`config.mk`:
```
export PLATFORM = sky130hd
export DESIGN_NAME = led_seq_master
export DESIGN_NICKNAME = d
export VERILOG_FILES = /design/src/rtl/led_seq_master.sv
export SDC_FILE = /design/constraint.sdc
export NUM_CORES = 1
export LEC_CHECK = 0
export CORE_MARGIN = 5
export CORE_UTILIZATION = 35
export DETAILED_ROUTE_END_ITERATION = 6
export PLACE_DENSITY_LB_ADDON = 0.08
export RECOVER_POWER = 50
export SLEW_MARGIN = 20
export SYNTH_ARGS = -nofsm -noshare
export SYNTH_HDL_FRONTEND = slang
export SYNTH_SLANG_ARGS = --single-unit
```
`constraint.sdc`:
```
create_clock -name m_axi_aclk -period 2.57 [get_ports m_axi_aclk]
set_clock_uncertainty 0.1 [all_clocks]
set_input_delay 0.514 -clock m_axi_aclk [delete_from_list [all_inputs] [get_ports m_axi_aclk]]
set_output_delay 0.514 -clock m_axi_aclk [all_outputs]
set_load 0.01 [all_outputs]
```
`src/rtl/led_seq_master.sv`:
```
// led_seq_master: autonomous AXI4-Lite write master that periodically pushes an
// 8-bit LED pattern into a single slave register and steps the pattern by mode.
module led_seq_master #(
    parameter int unsigned                   C_M_AXI_ADDR_WIDTH = 32,
    parameter int unsigned                   C_M_AXI_DATA_WIDTH = 32,
    parameter logic [C_M_AXI_ADDR_WIDTH-1:0] C_TARGET_ADDR      = '0,
    parameter int unsigned                   C_TICK_DIV         = 50_000_000
) (
    input  logic                            m_axi_aclk,
    input  logic                            m_axi_aresetn,
    input  logic                            enable,
    input  logic [1:0]                      mode,
    input  logic [7:0]                      pattern_in,
    output logic                            busy,
    output logic                            error,
    output logic [C_M_AXI_ADDR_WIDTH-1:0]   m_axi_awaddr,
    output logic [2:0]                      m_axi_awprot,
    output logic                            m_axi_awvalid,
    input  logic                            m_axi_awready,
    output logic [C_M_AXI_DATA_WIDTH-1:0]   m_axi_wdata,
    output logic [C_M_AXI_DATA_WIDTH/8-1:0] m_axi_wstrb,
    output logic                            m_axi_wvalid,
    input  logic                            m_axi_wready,
    input  logic [1:0]                      m_axi_bresp,
    input  logic                            m_axi_bvalid,
    output logic                            m_axi_bready
);

    localparam int unsigned STRB_W    = C_M_AXI_DATA_WIDTH / 8;
    localparam int unsigned CNT_W     = 32;
    localparam logic [CNT_W-1:0] TICK_LAST = CNT_W'(C_TICK_DIV - 1);

    typedef enum logic [1:0] {
        ST_IDLE  = 2'd0,
        ST_ISSUE = 2'd1,
        ST_RESP  = 2'd2
    } state_e;

    state_e              state_q, state_d;
    logic [CNT_W-1:0]    cnt_q, cnt_d;
    logic                en_q;
    logic                pending_q, pending_d;
    logic                awvalid_q, awvalid_d;
    logic                wvalid_q, wvalid_d;
    logic [STRB_W-1:0]   wstrb_q, wstrb_d;
    logic                bready_q, bready_d;
    logic                busy_q, busy_d;
    logic                error_q, error_d;
    logic [7:0]          pattern_q, pattern_d;
    logic                tick_c;
    logic                rise_c;

    assign tick_c = enable && (cnt_q == TICK_LAST);
    assign rise_c = enable && !en_q;

    // Free-running tick divider, held at zero while disabled.
    always_comb begin
        cnt_d = cnt_q + CNT_W'(1);
        if (!enable || tick_c) begin
            cnt_d = '0;
        end
    end

    // Next-state, handshake tracking and pattern stepping.
    always_comb begin
        state_d   = state_q;
        awvalid_d = awvalid_q;
        wvalid_d  = wvalid_q;
        wstrb_d   = wstrb_q;
        bready_d  = bready_q;
        error_d   = error_q;
        pattern_d = pattern_q;
        pending_d = pending_q | tick_c;

        case (state_q)
            ST_IDLE: begin
                if (pending_q && enable) begin
                    state_d   = ST_ISSUE;
                    awvalid_d = 1'b1;
                    wvalid_d  = 1'b1;
                    wstrb_d   = '1;
                    pending_d = 1'b0;
                end
            end
            ST_ISSUE: begin
                awvalid_d = awvalid_q && !m_axi_awready;
                wvalid_d  = wvalid_q && !m_axi_wready;
                wstrb_d   = wvalid_d ? '1 : '0;
                if (!awvalid_d && !wvalid_d) begin
                    state_d  = ST_RESP;
                    bready_d = 1'b1;
                end
            end
            ST_RESP: begin
                if (m_axi_bvalid && bready_q) begin
                    state_d  = ST_IDLE;
                    bready_d = 1'b0;
                    if (m_axi_bresp == 2'b00) begin
                        case (mode)
                            2'd0:    pattern_d = pattern_q + 8'd1;
                            2'd1:    pattern_d = pattern_q - 8'd1;
                            2'd2:    pattern_d = {pattern_q[6:0], pattern_q[7]};
                            default: pattern_d = pattern_in;
                        endcase
                    end else begin
                        error_d = 1'b1;
                    end
                end
            end
            default: begin
                state_d = ST_IDLE;
            end
        endcase

        // A fresh enable reseeds the pattern and clears the sticky error.
        if (rise_c) begin
            pattern_d = pattern_in;
            error_d   = 1'b0;
        end

        busy_d = (state_d != ST_IDLE);
    end

    // State and output registers.
    always_ff @(posedge m_axi_aclk or negedge m_axi_aresetn) begin
        if (!m_axi_aresetn) begin
            state_q   <= ST_IDLE;
            cnt_q     <= '0;
            en_q      <= 1'b0;
            pending_q <= 1'b0;
            awvalid_q <= 1'b0;
            wvalid_q  <= 1'b0;
            wstrb_q   <= '0;
            bready_q  <= 1'b0;
            busy_q    <= 1'b0;
            error_q   <= 1'b0;
            pattern_q <= 8'h00;
        end else begin
            state_q   <= state_d;
            cnt_q     <= cnt_d;
            en_q      <= enable;
            pending_q <= pending_d;
            awvalid_q <= awvalid_d;
            wvalid_q  <= wvalid_d;
            wstrb_q   <= wstrb_d;
            bready_q  <= bready_d;
            busy_q    <= busy_d;
            error_q   <= error_d;
            pattern_q <= pattern_d;
        end
    end

    assign busy          = busy_q;
    assign error         = error_q;
    assign m_axi_awaddr  = C_TARGET_ADDR;
    assign m_axi_awprot  = 3'b000;
    assign m_axi_awvalid = awvalid_q;
    assign m_axi_wdata   = C_M_AXI_DATA_WIDTH'(pattern_q);
    assign m_axi_wstrb   = wstrb_q;
    assign m_axi_wvalid  = wvalid_q;
    assign m_axi_bready  = bready_q;

endmodule

```
After elaboration in Yosys (flattened, before gate mapping)

Cells that the tools add are included.

Add/sub/neg operators: 3
$mul: 0
Divide/modulo/power cells: 0
Order comparisons: 0
Equal/unequal tests: 9
Shift operators: 0
Multiplexer cells: 25
Bitwise logic cells: 1
Reduce and logical (&&, ||, !) cells: 27

Operators by type and width:

| operator                                                                 | number |
|---|---|
| 32-bit by 1-bit adder with 32-bit output (second input constant)         | 1 |
| 32-bit by 26-bit equality test with 1-bit output (second input constant) | 1 |
| 32-bit 2-to-1 mux                                                        | 1 |
| 8-bit 2-to-1 mux                                                         | 4 |
| 8-bit one-hot mux with 3 select lines                                    | 1 |
| 2-bit nonzero test                                                       | 6 |
| 1-bit 2-to-1 mux                                                         | 9 |
| 3-bit AND reduction                                                      | 3 |
| 8-bit by 1-bit adder with 8-bit output (second input constant)           | 1 |
| 4-bit 2-to-1 mux                                                         | 2 |
| 2-bit inequality test (second input constant)                            | 4 |
| 4-bit one-hot mux with 2 select lines                                    | 1 |
| 8-bit by 1-bit subtractor with 8-bit output (second input constant)      | 1 |
| 1-bit logical AND                                                        | 7 |
| 1-bit zero test                                                          | 6 |
| 2-bit zero test                                                          | 3 |
| 2-bit 2-to-1 mux                                                         | 3 |
| 1-bit one-hot mux with 2 select lines                                    | 3 |
| 2-bit one-hot mux with 3 select lines                                    | 1 |
| 2-bit by 1-bit equality test with 1-bit output (second input constant)   | 2 |
| 2-bit equality test (second input constant)                              | 2 |
| 2-bit AND reduction                                                      | 1 |
| 1-bit logical OR                                                         | 1 |
| 1-bit OR                                                                 | 1 |

Register bits after elaboration: 53
Bits in latches: 0
RAM bits: 0
Memory bits (read-only): 0
Input port bits: 18
Output and inout port bits: 76
Word-level logic and storage cells: 76
Memories: 0

Longest topological paths before layout

Gate-level depths: netlist (run 1).

Depth after elaboration: 7
Gate-level depth with buffers: 10
Mapped depth without buffers: 8

Worst setup path before layout (run 1)

No wires, ideal clock.

Path kind: input -> register
Start: input port mode[1]
End: register pattern_q[4]
Library setup time: 0.137 ns
Arrival: 2.278 ns
Data required time: 2.333 ns
Setup slack: 0.055 ns
Stages: 10
Buffers on the path: 2
Path through: buf_2 -> nand2b_1 -> clkbuf_2 -> xnor2_1 -> ha_1 -> o31ai_1 -> a21oi_1 -> or4b_1 -> a32oi_1 -> a21oi_1

Longest elaborated chain between the ends: 6
Elaborated cells on any way between the ends: 8
Those cells by class: eq/ne: 2; mux: 5; reduce/logical: 1

RTL lines:

| element                                           | RTL line | text |
|---|---|---|
| from (decl)                                       | 12       | `input logic [1:0] mode,` |
| 2-bit equality test, or another cell as far along | 99       | `case (mode)` |
| 8-bit one-hot mux with 3 select lines (*)         | 99       |  |
| 8-bit 2-to-1 mux (*)                              | 98       | `if (m_axi_bresp == 2'b00) begin` |
| 8-bit 2-to-1 mux (*)                              | 95       | `if (m_axi_bvalid && bready_q) begin` |
| 8-bit 2-to-1 mux (*)                              | 75       | `case (state_q)` |
| 8-bit 2-to-1 mux (*)                              | 116      | `if (rise_c) begin` |
| to (signal assigned)                              | 149      | `pattern_q <= pattern_d;` |
| to (decl)                                         | 49       | `logic [7:0] pattern_q, pattern_d;` |

Mark *: on every way between the ends. The rest lies on a longest branch, timed or not. The select of a mux whose other input is x is not followed.
A chain may end at the register's enable or synchronous reset.

Final worst setup path (run 1)

Same ends and word-level chain as after synthesis.

==> results of run 1 <==
metrics by stage:
stage | power [W] | util [%] | TNS [ns] | std cells | hold slack (ns)
6_report | 0.001851 | 40.67 | 0 | 583 | 0.3853
3_5_place_dp | 0.001272 | 39.39 | -0.7972 | 575 | 0.3798
3_3_place_gp | 0.001269 | 39.39 | -0.6879 | 575 | 0.3831
5_1_grt | 0.001958 | 40.67 | 0 | 583 | 0.4425
2_1_floorplan | 0.001153 | - | 0 | 467 | 0.1184
4_1_cts | 0.001875 | 40.58 | 0 | 583 | 0.1516
routing by layer:
metal	vias up	routed length, um	GRT usage [%]
met5	-	0	0
met2	70	3818	22.40
met3	7	470	2.388
li1	1387	-	-
met4	0	95	3.694
met1	1302	3803	18.48
timing repair:
| action | 4_1_cts | 5_1_grt |
|---|---|---|
| hold buffers | 0 | 0 |
| endpoints found under the setup margin | 0 | 2 |
| hold endpoints to repair | 0 | 0 |
| gates resized for setup | 0 | 4 |
cells in the final DEF, fill, tap and decap left out, types with 9 or more instances in the layout:
cell / Yosys / routed
conb_1: 1 / 59
dfrtp_1: 49 / 49
nor2_1: 44 / 44
clkdlybuf4s50_1: 0 / 32
nand2_1: 24 / 24
a21oi_1: 21 / 21
o21ai_0: 19 / 19
buf_4: 64 / 18
xor2_1: 17 / 17
nand3_1: 14 / 14
nand4_1: 12 / 12
inv_1: 11 / 11
xnor2_1: 11 / 11
and3_1: 9 / 9
flip-flops by register name, indices dropped and copies added (netlist names):
name and cells:
busy 1, cnt_q 32, en_q 1, error 1
m_axi_awvalid 1, m_axi_bready 1, m_axi_wstrb 1, pattern_q 8
pending_q 1, state_q 2
layout make-up:
cell class | count | share of cell area [%]
sequential | 49 | 30.85
multi-input combinational | 326 | 48.38
clock buffer | 7 | 2.172
timing repair buffer | 56 | 12.62
inverter | 11 | 1.039
clock inverter | 1 | 0.7554
tap | 133 | 4.186
worst paths after layout:
| check | from | end | slack, ns |
|---|---|---|---|
| hold / removal | cnt_q[0] | cnt_q[0] | 0.39 |
| setup reg to reg | cnt_q[7] | cnt_q[30] | 0.48 |
| max in group asynchronous | m_axi_aresetn | cnt_q[17] | 0.58 |
| setup / recovery | mode[1] | pattern_q[4] | 0.11 |
| hold reg to reg | cnt_q[0] | cnt_q[0] | 0.39 |
| min in group asynchronous | m_axi_aresetn | cnt_q[22] | 0.50 |
Yosys cell counts, types with 2 or more instances:
cell type | count | area share (%)
nand2b_1 | 5 | 0.89
nand4_1 | 12 | 2.1
a31oi_1 | 2 | 0.36
o22ai_1 | 2 | 0.36
nand2_1 | 24 | 2.6
nor2_1 | 44 | 4.7
nor4b_1 | 3 | 0.75
xor2_1 | 17 | 4.2
a211oi_1 | 2 | 0.43
ha_1 | 9 | 3.2
o221ai_1 | 3 | 0.75
nand3_1 | 14 | 2.0
and2_1 | 5 | 0.89
nor4_1 | 4 | 0.71
dfrtp_1 | 49 | 35
nor2b_1 | 5 | 0.89
o21a_1 | 2 | 0.43
buf_2 | 7 | 1.0
a32oi_1 | 3 | 0.75
nor3_1 | 7 | 1.0
a21boi_0 | 4 | 0.86
and4_1 | 4 | 1.0
inv_1 | 11 | 1.2
a21oi_1 | 21 | 3.0
o31ai_1 | 7 | 1.5
o21ai_0 | 19 | 2.7
clkbuf_1 | 7 | 0.75
xnor2_1 | 11 | 2.7
clkbuf_2 | 2 | 0.29
buf_4 | 64 | 14
or3_1 | 4 | 0.71
and3_1 | 9 | 1.6
mux2i_1 | 3 | 0.86
nor3b_1 | 2 | 0.43
nand4b_1 | 2 | 0.50
kinds of logic (layout without fill, tap and decap cells):
family / count (synthesis) / after routing / share of synthesized area [%]
simple gates: 153 / 153 / 23.36
xor+xnor: 28 / 28 / 6.990
buf+inv: 92 / 75 / 17.01
mux: 3 / 3 / 0.8560
fa+ha+maj: 9 / 9 / 3.210
compound gates: 74 / 74 / 13.52
flops: 49 / 49 / 34.95
other cells: 1 / 59 / 0.1069
critical path, stage by stage:
cell and delay, ns:
clkdlybuf4s50_1 0.42, nand2b_1 0.20, xnor2_1 0.15, ha_1 0.24, o31ai_1 0.20, a21oi_1 0.08
or4b_1 0.46, a32oi_1 0.20, a21oi_1 0.09
power by group through the flow:
stage	logic, W	clock network, W	registers (W)
3_3_place_gp	0.000410	0	0.000859
5_1_grt	0.000465	0.000642	0.000850
2_1_floorplan	0.000305	0	0.000849
4_1_cts	0.000414	0.000616	0.000844
3_5_place_dp	0.000413	0	0.000859
6_report	0.000419	0.000588	0.000844
==> qor.yml, run 1 <==
floorplanning:
  rows: 36
  die_w_um: 110.1
  core_mm2: 0.009774
  dieArea_mm2: 0.01213
  die_h_um: 110.1
  io_pins: 94
  initial_core_util_pct: 35.89
worst_setup_path:
  cp.arrival_ns: 2.57
  worstRegToRegCells: 5
  path_class: "in -> reg"
  cp.required_ns: 2.67
  end_kind: "flip-flop"
  crit_path_start_kind: "primary input"
  cp_max_fo: 5
route:
  drc: 0
  wl_mm: 8.187
  ant_nets: 0
  drtIter0Drc: 66
  first_pass_iters: 4
  vias: 2766
  post_drt_wl_per_cell_um: 14.04
  viasPerCell: 4.744
pwr:
  combPwrFrac_pct: 22.6
  switching_share_pct: 29.63
  clkPwrFrac_pct: 31.8
  p_leak_nw: 1.729
  ir_worst_vdd_mv: 0.2471
  p_sw_w: 0.0005484
  power_density_mw_per_mm2: 465.6
  p_seq_share_pct: 45.6
  intPower_w: 0.001303
logic_synthesis:
  ys_seq_elements: 49
  seq_area_frac_synth_pct: 34.95
  synth_area_mm2: 0.003508
  synth_edf_count: 0
  yosys_warnings: 0
  avgSynthCellArea_um2: 8.578
  async_reset_ff_share_pct: 100.0
  yosysUniqueCellTypes: 55
  syn_inst: 409
  ys.flop_type: "dfrtp_1"
timing:
  fin_crit_sh_pct: 95.85
  worst_pin_slew_ns: 1.612
  setup_viol: 0
  rsz0062_at_grt: "false"
  fin_crit_ns: 2.463
  relSlewSlack_pct: -7.492
  fmax_ghz: 0.4060
  maxSlewViolCount: 26
  hold_viol_final: 0
  layout_setup_ws_ns: 0.1067
cells_and_area:
  drive_above_1_share_pct: 8.444
  fillerInstances: 1009
  nets: 476
  syn_to_final_growth_pct: 13.30
  multi_input_area_mm2: 0.001923
  seq_area_mm2: 0.001226
  diodes: 0
  stdcell_area_mm2: 0.003975
run_status:
  status: "finished, violations left"
  violations: "max-capacitance violations, max-slew violations"
clocking:
  path_clk_slew_ns: 0.10
  cts_made_buffers: 5
  htreeDepth: 2
  clock_sinks: 49
  cts_buffer_depth: 2
  clk_latency_ns: 0.31
  cts_tree: "done"
  cts_root_buffer: "clkbuf_8"
  cts_setup_buffers: 0
global_route:
  grt_pass1_vias: 2643
  track_usage_pct: 13.62
  grt_first_pass_wirelength_mm: 13.01
  grt_max_degree: 26
  overflow: 0
  antenna_found_initial: 0
place:
  place_area_mm2: 0.003850
  io_buffers: 34
  dp_hpwl_mm: 6.097
  pre_cts_ws_ns: -0.2405
  place_congestion: 0.8016
min_path:
  whs_path_depth: 1
  min-delay-path-class: "reg -> reg"
job:
  max_cap_violations: 1
Note: power is estimated with default switching activity, not from simulation.
==> run 2, diff against run 1 <==
--- a/config.mk
+++ b/config.mk
@@ -6,7 +6,7 @@
 export NUM_CORES = 1
 export LEC_CHECK = 0
 export CORE_MARGIN = 5
-export CORE_UTILIZATION = 35
+export CORE_UTILIZATION = 23
 export DETAILED_ROUTE_END_ITERATION = 6
 export PLACE_DENSITY_LB_ADDON = 0.08
 export RECOVER_POWER = 50
==> run 2 against run 1 <==
The flow now finishes without violations. Wire length is 5.4% higher. Non-clock buffer count is 2 lower. Die area up 47%.
==> qor.yml, run 2 (synthesized netlist as in run 1, its figures left out) <==
cells_and_area:
  diodes: 0  # unchanged
  nets: 474  # -0.42%
  largestRegisters: "cnt_q: 32 flops, pattern_q: 8 flops, state_q: 2 flops"
  syn_to_final_growth_pct: 16.55
  layout_commonest_cell: "conb_1"
  fin_util_pct: 27.10  # -14 points
  drive_above_1_share_pct: 8.036  # -0.41 points
  seq_area_mm2: 0.001226  # unchanged
  fillerInstances: 1625  # +61%
  final_cell_mix: "59 x conb_1, 49 x dfrtp_1, 44 x nor2_1, 31 x clkdlybuf4s50_1, 24 x nand2_1"
  multi_input_area_mm2: 0.001927  # +0.20%
  largest_register_ffs: 32  # unchanged
  layout.cells.non_filler: 636  # +9.1%
  regMostFlops: "cnt_q"
global_route:
  antenna_found_initial: 0  # unchanged
  track_usage_pct: 9.650  # -4.0 points
  overflow: 0  # unchanged
  grt_max_degree: 27  # +3.8%
  grt_pass1_vias: 2683  # +1.5%
  grt_first_pass_wirelength_mm: 13.90  # +6.8%
route:
  ant_nets: 0  # unchanged
  wl_mm: 8.629  # +5.4%
  vias: 2758  # -0.29%
  first_pass_iters: 4  # unchanged
  viasPerCell: 4.336  # -8.6%
  drc: 0  # unchanged
  drtIter0Drc: 93  # +41%
  post_drt_wl_per_cell_um: 13.57  # -3.4%
timing:
  maxSlewViolCount: 0  # -100%
  layout_setup_ws_ns: 0.1393  # +0.03264 ns
  fin_crit_ns: 2.431  # -0.03264 ns
  relSlewSlack_pct: 4.640  # +12 points
  rsz0062_at_grt: "false"
  setup_viol: 0  # unchanged
  worst_pin_slew_ns: 1.430  # -0.1820 ns
  fmax_ghz: 0.4114  # +1.3%
  fin_crit_sh_pct: 94.58  # -1.3 points
  hold_viol_final: 0  # unchanged
worst_setup_path:
  path_cells: "clkdlybuf4s50_1 -> nand2b_4 -> inv_1 -> ha_1 -> a31oi_1 -> o21ai_1 -> a32oi_1 -> o21ai_0 -> o32a_1"
  cp_slowest_cell: "clkdlybuf4s50_1"
  end_kind: "flip-flop"
  cp_slowest_stage_delay_ns: 0.48  # +0.02 ns
  cp.arrival_ns: 2.51  # -0.06 ns
  regToRegStartpoint: "state_q[0]"
  crit_buf_inv: 2  # +1
  worstSetupStartpoint: "mode[1]"
  cp_max_fo: 6  # +1
  crit_path_start_kind: "primary input"
  cp.required_ns: 2.65  # -0.02 ns
  critical_path.top_delay_family: "compound AO/OA/AOI/OAI gates"
  path_class: "in -> reg"
clocking:
  htreeDepth: 2  # unchanged
  cts_made_buffers: 5  # unchanged
  cts_setup_buffers: 0  # unchanged
  clock_sinks: 49  # unchanged
  clk_latency_ns: 0.30  # about the same
  path_clk_slew_ns: 0.07  # -0.03 ns
  cts_buffer_depth: 2  # unchanged
  cts_resized: 0  # unchanged
  cts_hold_buf: 0  # unchanged
  cts_tree: "done"
  cts_root_buffer: "clkbuf_16"
place:
  dp_hpwl_mm: 6.412  # +5.2%
  place_congestion: 0.7268  # -9.3%
  dp.cells: 628  # +9.2%
  io_buffers: 34  # unchanged
  pre_cts_ws_ns: -0.2327  # +0.007750 ns
pwr:
  power_density_mw_per_mm2: 498.9  # +7.1%
  power_w: 0.002040  # +10%
  ir_worst_vdd_mv: 0.2959  # +20%
  p_leak_nw: 1.749  # +1.2%
floorplanning:
  die_h_um: 133.5  # +21%
  core_mm2: 0.01509  # +54%
  io_pins: 94  # unchanged
  dieArea_mm2: 0.01782  # +47%
  die_w_um: 133.5  # +21%
  rows: 45  # +25%
  initial_core_util_pct: 23.25  # -13 points
min_path:
  worstHoldStart: "cnt_q[0]"
  min-delay-path-class: "reg -> reg"
job:
  max_cap_violations: 0  # -1
run_status:
  status: "finished, final reports clean"
-- run 2: final timing paths --
path	end	cells after the start	slack, ns
worst max-delay path	pattern_q[6]	9	0.14
worst min-delay path	cnt_q[0]	1	0.38
worst max register to register	pattern_q[6]	6	0.46
worst min register to register	cnt_q[0]	1	0.38
max in group asynchronous	m_axi_wstrb[2]	2	0.51
min in group asynchronous	cnt_q[22]	1	0.44
-- run 2: power by group --
part	internal, W	total [W]	leakage, nW	switching (W)
logic	0.000184	0.000414	1.01	0.000229
clock network	0.000487	0.000784	0.0841	0.000297
registers	0.000797	0.000843	0.650	0.0000460
-- run 2: area by class of cell --
cell class	instances	share of cell area (%)
clock buffer	7	3.488
clock inverter	1	0.7344
inverter	11	1.010
multi-input combinational	326	47.12
sequential	49	29.99
tap	188	5.753
timing repair buffer	54	11.90
-- run 2: per-layer routing --
layer | vias up | global-route usage, % | wire [um]
li1 | 1387 | - | -
met1 | 1303 | 12.11 | 3983
met2 | 59 | 16.17 | 4114
met3 | 9 | 2.379 | 411
met4 | 0 | 3.371 | 119
met5 | - | 0 | 0
-- run 2: stage by stage --
stage	setup TNS (ns)	hold WS, ns	area (um2)
after floorplan	0	0.1184	3726
after global placement	-0.7141	0.3790	3916
after detailed placement	-0.8187	0.3769	3916
after CTS	0	0.1545	4089
after global routing	0	0.4111	4089
final	0	0.3845	4089
